File: src/rtl/acc_fetch_sequencer.sv
// rtl/acc_fetch_sequencer.sv - fetch/decode/execute sequencer for the 8-bit accumulator datapath
//
// Reads instruction and operand bytes from program memory and hands one
// decoded ALU/LOAD/STORE operation per transfer to the datapath. JUMP, HALT
// and NOP are resolved here and never reach the datapath.
//
// Optional build macro SEQ_STEP_EN: adds the step input and a PAUSE state.
// The block pauses after every transfer, JUMP and NOP, and resumes on step or start.
//
// Ports:
//   clk, reset             rising-edge clock, synchronous active-high reset
//   start                  begin/resume from IDLE or HALT (and PAUSE when stepping)
//   step                   SEQ_STEP_EN only: leave PAUSE
//   mem_req, mem_addr      read request, held with a stable address until mem_ack
//   mem_ack, mem_rdata     read completion, data valid in the same cycle
//   exec_valid, dp_ready   datapath handshake, transfer when both are high
//   instr_out, operand_out decoded instruction/operand, stable while exec_valid
//   pc                     program counter
//   busy, halted, fault    status flags
module acc_fetch_sequencer #(
  parameter int ADDR_W   = 8,
  parameter int DATA_W   = 8,
  parameter int WAIT_MAX = 15
) (
  input  logic              clk,
  input  logic              reset,
  input  logic              start,
`ifdef SEQ_STEP_EN
  input  logic              step,
`endif
  output logic              mem_req,
  output logic [ADDR_W-1:0] mem_addr,
  input  logic              mem_ack,
  input  logic [DATA_W-1:0] mem_rdata,
  output logic              exec_valid,
  input  logic              dp_ready,
  output logic [DATA_W-1:0] instr_out,
  output logic [DATA_W-1:0] operand_out,
  output logic [ADDR_W-1:0] pc,
  output logic              busy,
  output logic              halted,
  output logic              fault
);

  localparam int CNT_W = $clog2(WAIT_MAX + 1);

  localparam logic [3:0] OP_LOAD  = 4'h1;
  localparam logic [3:0] OP_STORE = 4'h2;
  localparam logic [3:0] OP_ADD   = 4'h3;
  localparam logic [3:0] OP_SUB   = 4'h4;
  localparam logic [3:0] OP_AND   = 4'h5;
  localparam logic [3:0] OP_OR    = 4'h6;
  localparam logic [3:0] OP_JUMP  = 4'h7;
  localparam logic [3:0] OP_HALT  = 4'hF;

  typedef enum logic [2:0] {
    S_IDLE,
    S_FETCH,
    S_OPER,
    S_EXEC,
    S_HALT,
    S_FAULT
`ifdef SEQ_STEP_EN
    , S_PAUSE
`endif
  } state_t;

  state_t           state;
  logic [CNT_W-1:0] wait_cnt;
  logic             timeout;
  logic [3:0]       fetch_op;

  function automatic logic is_two_byte(input logic [3:0] op);
    return op inside {OP_LOAD, OP_ADD, OP_SUB, OP_AND, OP_OR, OP_JUMP};
  endfunction

  assign fetch_op = mem_rdata[7:4];

  // The request that would be unacknowledged for the WAIT_MAX-th cycle.
  assign timeout = mem_req && !mem_ack && (wait_cnt == CNT_W'(WAIT_MAX - 1));

  always_ff @(posedge clk) begin
    if (reset) begin
      state       <= S_IDLE;
      pc          <= '0;
      mem_req     <= 1'b0;
      mem_addr    <= '0;
      exec_valid  <= 1'b0;
      instr_out   <= '0;
      operand_out <= '0;
      busy        <= 1'b0;
      halted      <= 1'b0;
      fault       <= 1'b0;
      wait_cnt    <= '0;
    end else begin
      // mem_req is only ever high in FETCH/OPER, so this is the request age.
      if (mem_req) begin
        wait_cnt <= mem_ack ? '0 : wait_cnt + CNT_W'(1);
      end

      if (timeout) begin
        state   <= S_FAULT;
        mem_req <= 1'b0;
        busy    <= 1'b0;
        fault   <= 1'b1;
      end else begin
        case (state)
          S_IDLE, S_HALT: begin
            if (start) begin
              state    <= S_FETCH;
              mem_req  <= 1'b1;
              mem_addr <= pc;
              busy     <= 1'b1;
              halted   <= 1'b0;
            end
          end

          S_FETCH: begin
            if (!mem_req) begin
              // Gap cycle after a NOP; a stray ack here is ignored.
              mem_req  <= 1'b1;
              mem_addr <= pc;
            end else if (mem_ack) begin
              instr_out <= mem_rdata;
              pc        <= pc + ADDR_W'(1);
              if (is_two_byte(fetch_op)) begin
                // Keep requesting: operand read follows back to back.
                state    <= S_OPER;
                mem_addr <= pc + ADDR_W'(1);
              end else if (fetch_op == OP_STORE) begin
                state       <= S_EXEC;
                mem_req     <= 1'b0;
                operand_out <= '0;
                exec_valid  <= 1'b1;
              end else if (fetch_op == OP_HALT) begin
                state   <= S_HALT;
                mem_req <= 1'b0;
                busy    <= 1'b0;
                halted  <= 1'b1;
              end else begin
                mem_req <= 1'b0;
`ifdef SEQ_STEP_EN
                state <= S_PAUSE;
                busy  <= 1'b0;
`endif
              end
            end
          end

          S_OPER: begin
            if (mem_ack) begin
              if (instr_out[7:4] == OP_JUMP) begin
                pc <= ADDR_W'(mem_rdata);
`ifdef SEQ_STEP_EN
                state   <= S_PAUSE;
                mem_req <= 1'b0;
                busy    <= 1'b0;
`else
                state    <= S_FETCH;
                mem_addr <= ADDR_W'(mem_rdata);
`endif
              end else begin
                pc          <= pc + ADDR_W'(1);
                operand_out <= mem_rdata;
                state       <= S_EXEC;
                mem_req     <= 1'b0;
                exec_valid  <= 1'b1;
              end
            end
          end

          S_EXEC: begin
            if (dp_ready) begin
              exec_valid <= 1'b0;
`ifdef SEQ_STEP_EN
              state <= S_PAUSE;
              busy  <= 1'b0;
`else
              state    <= S_FETCH;
              mem_req  <= 1'b1;
              mem_addr <= pc;
`endif
            end
          end

`ifdef SEQ_STEP_EN
          S_PAUSE: begin
            if (step || start) begin
              state    <= S_FETCH;
              mem_req  <= 1'b1;
              mem_addr <= pc;
              busy     <= 1'b1;
            end
          end
`endif

          S_FAULT: begin
            // Sticky until reset.
          end

          default: state <= S_IDLE;
        endcase
      end
    end
  end

endmodule

File: config.mk
export PLATFORM = sky130hd
export DESIGN_NAME = acc_fetch_sequencer
export DESIGN_NICKNAME = d
export VERILOG_FILES = /design/src/rtl/acc_fetch_sequencer.sv
export SDC_FILE = /design/constraint.sdc
export NUM_CORES = 1
export LEC_CHECK = 0
export BUFFER_PORTS_ARGS = -buffer_cell sky130_fd_sc_hd__buf_4
export CORE_ASPECT_RATIO = 1.4
export CORE_MARGIN = 2
export CORE_UTILIZATION = 49
export CTS_CLUSTER_DIAMETER = 40
export DETAILED_ROUTE_END_ITERATION = 7
export PLACE_DENSITY = 0.76
export SYNTH_ARGS = -nofsm -noshare
export SYNTH_HDL_FRONTEND = slang
export SYNTH_SLANG_ARGS = --single-unit
File: constraint.sdc
create_clock -name clk -period 1.8 [get_ports clk]
set_clock_uncertainty 0.15 [all_clocks]
set_input_delay 0.36 -clock clk [delete_from_list [all_inputs] [get_ports clk]]
set_output_delay 0.36 -clock clk [all_outputs]
set_load 0.005 [all_outputs]
==> key figures <==
Global route
  – First-pass GRT wire length: 13.9 mm
  – Gr usage total: about a third
  – Overflow after GRT: 0
  – Number of global-route vias before repair: between 2,000 and 3,000
  – Initial antenna violation count: 0
  – Largest net degree at the start of global routing: 22

Die
  – Die H: ~87 µm
  – Effective utilization at floorplan: 50.1%
  – Die width: about 63 µm
  – Core area: approximately 0.0048 mm²
  – IO Count: 50
  – Cell row count: 30
  – Die Area: roughly 0.0055 mm²

Power
  – Flop pwr share: 42.3%
  – Worst vdd ir: about 0.38 mV
  – Switch share: between 20% and 30%
  – Clock power share: roughly a third
  – P_sw: a little over 0.0007 W
  – Logic pwr share: about 25%
  – PwrDens: 631 mW/mm²
  – Leakage: approximately 1.6 nW
  – Internal power: around 0.0018 W
  – Tot Pwr: about 0.0025 W

Status
  – Status: complete, but fails checks
  – Failing checks: negative setup slack

Worst setup path
  – CP arrival: about 2.1 ns
  – WP data required: roughly 1.9 ns
  – Critical Path End: mem_addr[1]
  – R2R setup slack: -0.22 ns
  – FF-to-FF Start: state[2]
  – Max FO, Critical Path: 8
  – CP startpoint: state[2]
  – Kind of end point of the critical path: register
  – Startpoint types: register
  – Reg2reg path depth: 7
  – RR Endpoint: mem_addr[1]
  – Crit Path Category: reg -> reg

Clock tree
  – # hold bufs at CTS: 0
  – Clock buffer depth: 2
  – TritonCTS Buffers: 5
  – CTS tree: done
  – Clock transition at path regs: roughly 0.090 ns
  – Num Clock Sinks: 44
  – H-tree depth: 2
  – Clock Root Buffer: clkbuf_8
  – Clk Latency, worst-skew pair: a little over 0.3 ns

Synth
  – FF+latch count, synth: between 40 and 50
  – Async set-reset flop share out of synthesis: 0%
  – Avg Inst Size Synth: 8.40 µm²
  – Largest family of logic cells by synthesized area: simple AND/OR/NAND/NOR gates
  – Post-Synth Adder-Cell Area: 1.57%
  – Top_reg_cell synth: dfxtp_1
  – Mux cell area share after synthesis: around 2.6%
  – Xor and xnor area share after synthesis: 1.10%
  – Post-synthesis sequential area ratio: 36.9%
  – Post-Syn Nets: 300
  – Unique masters post-synth: just under 60
  – EDFF count, synth: 0
  – Synth Area in Compound Gates: between 20% and 30%
  – Yosys warns: 0
  – Area of the mapped netlist: ~0.0024 mm²
  – Simple-gate share of the synthesized area: 27.2%
  – Gate Count Post-Synth: approximately 280

Detailed routing
  – DR pass1 iterations: 7
  – Via count: between 2,000 and 3,000
  – Remaining antenna violation count after routing: 0
  – DRC errors left: 0
  – Iter 0 DRT Violations: 330
  – Drt via density: 6.18
  – Drt wl/cell: roughly 20 µm
  – Final wirelength: between 9 and 10 mm

STA
  – Fin crit share: 112%
  – Unrepaired setup endpoints after global routing: yes
  – Final slew viol count: 0
  – Fmax: just under 0.5 GHz
  – Worst hold slack: about 0.16 ns
  – Final worst setup slack: -0.222 ns
  – Fin. Hold Viols: 0
  – Worst Tran Pin Value: roughly 0.35 ns
  – # setup viols final: 31
  – Relative slew slack: between 70% and 80%
  – Setup TNS: -3.06 ns
  – Post-layout min period: a little over 2 ns

Worst hold path
  – Tightest Hold Check Type: in -> reg

Flow run
  – Max_cap viols: 0

Layout
  – Layout cells sized above 1: between 50% and 60%
  – Antenna Cells: 0
  – Post-route cell area: roughly 0.0039 mm²
  – Total Nets Final: roughly 430
  – Sequential cell area: slightly below 900 µm²
  – Multi-input gate area: 0.00163 mm²
  – P&R area growth vs syn: 64.4%
  – FILL cells: 284

Placed design
  – Buffers added on ports: slightly below 50
  – Routability congestion estimate: ~0.9
  – Cell Area, Placed: 0.00335 mm²
  – Post-DP HPWL: roughly 5.7 mm
critical path: stages (launching register included):
cell	delay [ns]
dfxtp_2	0.35
buf_6	0.13
nor4bb_4	0.29
a211oi_2	0.09
a2111oi_4	0.41
buf_12	0.17
nor2_1	0.05
a311oi_2	0.29
power by group through the flow:
stage | logic [W] | registers [W] | clock network, W
floorplan | 0.000229 | 0.00107 | 0
global placement | 0.000461 | 0.00106 | 0
detailed placement | 0.000472 | 0.00107 | 0
CTS | 0.000571 | 0.00104 | 0.000802
global route | 0.000658 | 0.00105 | 0.000846
finish | 0.000623 | 0.00105 | 0.000807
cell type report:
class | instances | area share (%)
flip-flops and latches | 44 | 22.8
clock inverters | 3 | 1.18
clock buffers | 5 | 1.75
repair buffers | 142 | 30.1
inverters | 5 | 0.542
well taps | 64 | 2.04
multi-input cells | 212 | 41.6
routing by layer:
layer	vias to the layer above	share of wire [%]	GRT usage, %
li1	1294	-	-
met1	1386	35	33.9
met2	185	50	57.2
met3	72	6.4	5.97
met4	0	8.6	26.9
met5	-	0	0
stage by stage:
step	setup WS [ns]	std cells	util, %
floorplan	-0.0478	284	-
global placement	-0.181	446	70.2
detailed placement	-0.257	446	70.2
CTS	-0.163	468	79.5
global route	-0.264	475	82.3
finish	-0.222	475	82.3
cell usage after synthesis (all sizes together) (2+ instances only):
| master | number | area [µm²] |
|---|---|---|
| nor2b | 2 | 12.5 |
| o211ai | 2 | 15.0 |
| a22oi | 3 | 22.5 |
| nand4b | 3 | 26.3 |
| nor2 | 34 | 144 |
| ha | 3 | 37.5 |
| nand2b | 3 | 18.8 |
| a22o | 8 | 70.1 |
| mux2i | 4 | 40.0 |
| nor3b | 5 | 53.8 |
| o21ai | 11 | 55.1 |
| nor4bb | 3 | 30.0 |
| xnor2 | 2 | 17.5 |
| mux2 | 2 | 22.5 |
| a31oi | 4 | 25.0 |
| o22ai | 2 | 18.8 |
| inv | 5 | 18.8 |
| buf | 12 | 81.3 |
| nand3 | 14 | 70.1 |
| or3b | 2 | 17.5 |
| and3 | 5 | 31.3 |
| nor4 | 3 | 33.8 |
| dfxtp | 44 | 881 |
| a211oi | 8 | 70.1 |
| a311oi | 5 | 43.8 |
| clkbuf | 11 | 41.3 |
| nor3 | 7 | 35.0 |
| or3 | 2 | 12.5 |
| a21o | 3 | 22.5 |
| nand4 | 3 | 18.8 |
| a21oi | 27 | 143 |
| nand2 | 25 | 93.8 |
| a221oi | 2 | 17.5 |
repair_timing:
item | in CTS | in global routing
hold endpoints to repair | 0 | 0
endpoints found under the setup margin | 29 | 37
resized for setup | 54 | 20
setup buffers | 13 | 7
cloned | 2 | 0
pin swaps | 29 | 17
kinds of logic after synthesis:
group,after synthesis
AND/OR/NAND/NOR,117
AO/OA/AOI/OAI,83
flip-flops,44
buffers and inverters,28
multiplexers,6
XOR/XNOR,3
adder cells (fa/ha/maj),3
cell usage in the layout (no fill, tap or decap), drive strengths merged, types with 5 or more instances in the layout:
cell	synthesis	final
a22o	8	8
nor3b	5	5
o21ai	11	11
nor3	7	7
inv	5	6
nor2	34	34
clkbuf	11	6
dfxtp	44	44
a311oi	5	5
nand3	14	14
a21oi	27	27
and3	5	5
nand2	25	25
buf	12	141
a211oi	8	8
worst min path at each step:
stage / startpoint / to / cells past startpoint
floorplan: instr_out[0] / instr_out[0] / 2
global placement: instr_out[3] / instr_out[3] / 2
detailed placement: instr_out[2] / instr_out[2] / 2
CTS: mem_rdata[3] / operand_out[3] / 2
global route: mem_rdata[3] / operand_out[3] / 2
finish: mem_rdata[3] / operand_out[3] / 2
registers in the layout (all words and copies together) (netlist names):
name and cells:
busy 1, exec_valid 1, fault 1, halted 1, instr_out 8, mem_addr 8
mem_req 1, operand_out 8, pc 8, state 3, wait_cnt 4
Note: power is estimated with default switching activity, not from simulation.
